$ cat config.mk
export PLATFORM = sky130hd
export DESIGN_NAME = instq
export DESIGN_NICKNAME = d
export VERILOG_FILES = /design/src/rtl/instq.sv
export SDC_FILE = /design/constraint.sdc
export NUM_CORES = 1
export LEC_CHECK = 0
export BUFFER_PORTS_ARGS = -buffer_cell sky130_fd_sc_hd__buf_2
export CAP_MARGIN = 20
export CORE_AREA = 2 2 66 68
export CTS_BUF_LIST = sky130_fd_sc_hd__clkbuf_8
export DETAILED_ROUTE_END_ITERATION = 8
export DIE_AREA = 0 0 68 70
export PLACE_DENSITY_LB_ADDON = 0.25
export SLEW_MARGIN = 5
export SYNTH_ARGS = -nofsm -noshare
export SYNTH_HDL_FRONTEND = slang
export SYNTH_SLANG_ARGS = --single-unit
$ cat constraint.sdc
create_clock -name clk -period 3.6 [get_ports clk]
set_input_delay 0.54 -clock clk [delete_from_list [all_inputs] [get_ports clk]]
set_output_delay 0.54 -clock clk [all_outputs]
set_load 0.1 [all_outputs]
$ cat src/rtl/instq.sv
// instq: parametrised instruction queue with opcode/operand decode of the head word.
// Optional decode look-ahead port enabled by defining INSTQ_PEEK_EN.  Rev 1.0
`default_nettype none

module instq #(
  parameter int OPW   = 3,
  parameter int ARGW  = 8,
  parameter int DEPTH = 4,
  localparam int IW   = OPW + ARGW,
  localparam int AW   = $clog2(DEPTH),
  localparam int CW   = AW + 1
) (
  input  logic            clk,
  input  logic            rst,
  input  logic            flush,
  input  logic [IW-1:0]   in_inst,
  input  logic            in_valid,
  output logic            in_ready,
  output logic            out_valid,
  input  logic            out_ready,
  output logic [OPW-1:0]  ALU_Sel,
  output logic [ARGW-1:0] A,
`ifdef INSTQ_PEEK_EN
  output logic            next_valid,
  output logic [OPW-1:0]  ALU_Sel_next,
  output logic [ARGW-1:0] A_next,
`endif
  output logic [CW-1:0]   count
);

  logic [IW-1:0] mem [DEPTH];
  logic [AW-1:0] wp;
  logic [AW-1:0] rp;
  logic [CW-1:0] cnt;
  logic          push;
  logic          pop;
  logic [IW-1:0] head;

  // A full queue refuses a push even if a pop happens in the same cycle.
  assign in_ready  = (cnt != CW'(DEPTH));
  assign out_valid = (cnt != '0);
  assign push      = in_valid && in_ready;
  assign pop       = out_valid && out_ready;
  assign count     = cnt;

  always_ff @(posedge clk) begin
    if (rst || flush) begin
      wp  <= '0;
      rp  <= '0;
      cnt <= '0;
    end else begin
      if (push) wp <= wp + AW'(1);
      if (pop)  rp <= rp + AW'(1);
      if (push && !pop)      cnt <= cnt + CW'(1);
      else if (pop && !push) cnt <= cnt - CW'(1);
    end
  end

  // Storage needs no reset: nothing is visible unless the counter says so.
  always_ff @(posedge clk) begin
    if (push && !rst && !flush) mem[wp] <= in_inst;
  end

  assign head    = out_valid ? mem[rp] : '0;
  assign ALU_Sel = head[OPW-1:0];
  assign A       = head[IW-1:OPW];

`ifdef INSTQ_PEEK_EN
  logic [AW-1:0] rp_next;
  logic [IW-1:0] peek;

  assign rp_next      = rp + AW'(1);
  assign next_valid   = (cnt >= CW'(2));
  assign peek         = next_valid ? mem[rp_next] : '0;
  assign ALU_Sel_next = peek[OPW-1:0];
  assign A_next       = peek[IW-1:OPW];
`endif

endmodule

`default_nettype wire

==> results.py <==
metrics = {
    "placed_design": {
        "io_buffers": 31,
        "routabilityCongestion": 0.7311,
        "place_area_um2": 2337,
        "dp_hpwl_um": 2529,
        "pre_cts_ws_ns": 1.186,
    },
    "die": {
        "start_util_pct": 51.57,
        "die_w_um": 68,
        "die_h_um": 70,
        "rows": 24,
        "die_area_um2": 4760,
        "num_io_pins": 32,
        "core-area_um2": 4144,
    },
    "routing": {
        "ant_nets": 0,
        "drc_errors": 0,
        "viasPerCell": 5.403,
        "wl_per_cell_um": 17.26,
        "drt_iter0_drc": 45,
        "dr.pass1.iters": 4,
        "totalWireLength_um": 3556,
        "vias": 1113,
    },
    "cells_and_area": {
        "multi_input_area_um2": 593.1,
        "area_growth_pct": 13.11,
        "seq_area_um2": 1501,
        "layout_common_cells": "edfxtp_1, buf_2, mux4_2, nor2b_1, dfxtp_1",
        "nNetsFinal": 176,
        "antennaDiodeCount": 0,
        "n_fill_cell": 341,
        "mostFrequentLayoutCell": "edfxtp_1",
        "drive_gt1_share_pct": 37.01,
        "final_area_um2": 2417,
    },
    "yosys": {
        "synth_xor_area_share_pct": 1.230,
        "syn-num-nets": 142,
        "avgSynthCellArea_um2": 17.81,
        "synthDistinctLibCells": 28,
        "synth_edf_count": 44,
        "yosys.area_share.simple_pct": 8.489,
        "synth_top_family_by_area": "multiplexers",
        "synth-adder-area-share_pct": 3.864,
        "synth-seq-cells": 53,
        "yosysSeqAreaShare_pct": 70.26,
        "synth_ff_type": "edfxtp_1",
        "async_flop_share_pct": 0,
        "yosysWarnings": 0,
        "synth-compound-area-share_pct": 2.108,
        "synth.area.mux_share_pct": 12.06,
        "syn_area_um2": 2137,
        "synthCells": 120,
    },
    "clock_tree": {
        "h-tree-depth": 2,
        "cts-root-buf": "clkbuf_8",
        "cts_buffers": 5,
        "cts_buffer_depth": 2,
        "clock_latency_ns": 0.30,
        "hold_buffers": 0,
        "cts_tree": "yes",
        "clk_pin_slew_ns": 0.09,
        "post_cts_buffers": 0,
        "numClockSinks": 53,
        "cts-resized-gates": 0,
    },
    "critical_path": {
        "cpMaxStageDelayCell": "dfxtp_1",
        "path_depth": 3,
        "worstPathMaxFanout": 11,
        "reg2regPathDepth": 8,
        "start_kind": "register",
        "cp-end-kind": "output port",
        "slowest_delay_ns": 0.80,
        "cp_num_buf_inv": 1,
        "path_cells": "mux4_2 -> nor2b_1 -> buf_2",
        "crit_required_ns": 3.06,
        "worst-setup-path-type": "register to output port",
        "crit-reg2reg-launch": "count[0]$_SDFFE_PP0P_",
        "cp_top_family": "flip-flops",
        "arrival_ns": 2.12,
        "r2r_slack_ns": 1.33,
    },
    "outcome": {
        "status": "finished, final reports clean",
    },
    "grt": {
        "grt_pass1_vias": 1222,
        "antenna_found_initial": 0,
        "grt_util_all_layers_pct": 17.81,
        "grt_max_degree": 16,
        "overflow": 0,
        "grt_pass1_wl_um": 5878,
    },
    "timing": {
        "timing.fmax_mhz": 375.7,
        "worst_pin_slew_ns": 0.7329,
        "finalSetupViolCount": 0,
        "period_share_pct": 73.94,
        "slew_headroom_pct": 51.07,
        "finClkSkew_ns": 0.01056,
        "slew_viol_final": 0,
        "finalCriticalPeriod_ns": 2.662,
        "layout_setup_ws_ns": 0.9382,
        "tns_ns": 0,
        "rsz0062_at_grt": "no",
        "hold_violations": 0,
    },
    "hold_path": {
        "min_from": "in_inst[5]",
        "min_path_type": "input pin to register",
        "worstHoldPathCells": 1,
    },
    "power_and_ir_drop": {
        "powerDensity_nw_per_um2": 542.4,
        "leakagePower_nw": 0.8692,
        "ir_drop_uv": 252.2,
        "power_mw": 1.311,
    },
    "run": {
        "cap_violations": 0,
    },
}
[layer usage]
| layer | vias to the layer above | wire, um | GRT usage (%) | part of all wire [%] |
|---|---|---|---|---|
| met1 | 553 | 1314 | 19.06 | 37 |
| met2 | 35 | 2037 | 31.82 | 57 |
| met4 | 0 | 29 | 6.444 | 0.82 |
| met5 | - | 0 | 0 | 0 |
| li1 | 523 | - | - | - |
| met3 | 2 | 174 | 5.636 | 4.9 |
[flip-flops by register name (all words and copies together) (netlist names), named ones only]
name	count
rp	2
wp	2
mem	44
count	3
[path summary, 6_finish.rpt]
kind | end
max | A[6]
min | mem[2][5]$_DFFE_PP_
max reg2reg | count[2]$_SDFFE_PP0P_
min reg2reg | wp[0]$_SDFFE_PP0P_
[worst register-to-register path: stages, from the launching register on]
cell     delay (ns)
dfxtp_1        0.47
or3b_4         0.21
and2_4         0.18
ha_1           0.19
inv_1          0.07
fa_1           0.37
xor2_1         0.16
or3_2          0.41
a21oi_1        0.15
[power by group]
part / switching (mW) / leakage (nW) / internal [mW]
clock network: 0.174 / 0.0377 / 0.131
logic: 0.252 / 0.361 / 0.0654
registers: 0.0133 / 0.470 / 0.675
[area by class of cell]
class / instances / area share [%]
inverters: 4 / 0.6211
flip-flops and latches: 53 / 62.11
multi-input cells: 58 / 24.53
well taps: 52 / 2.692
clock buffers: 5 / 2.847
clock inverters: 2 / 0.4658
repair buffers: 32 / 6.729
[kinds of logic (layout without fill, tap and decap cells)]
| family | Yosys count | in the layout |
|---|---|---|
| compound gates | 7 | 7 |
| xor+xnor | 3 | 3 |
| fa+ha+maj | 6 | 6 |
| buf+inv | 9 | 43 |
| flops | 53 | 53 |
| mux | 12 | 12 |
| simple gates | 30 | 30 |
[Yosys cell counts (3+ instances only)]
cell	n	area, um2
clkbuf_1	3	11.26
edfxtp_1	44	1321
inv_1	4	15.01
ha_1	5	62.56
and3_2	3	22.52
mux4_2	11	247.7
nor2b_1	11	68.82
nor2_1	5	18.77
xor2_1	3	26.28
dfxtp_1	9	180.2
[metrics by stage]
| stage | cells | hold slack, ns | utilization (%) |
|---|---|---|---|
| 2_1_floorplan | 120 | 0.4591 | - |
| 3_3_place_gp | 199 | 0.4683 | 56.40 |
| 3_5_place_dp | 199 | 0.4856 | 56.40 |
| 4_1_cts | 206 | 0.4401 | 58.33 |
| 5_1_grt | 206 | 0.4469 | 58.33 |
| 6_report | 206 | 0.4516 | 58.33 |
Power figures use the tool's default switching activity.
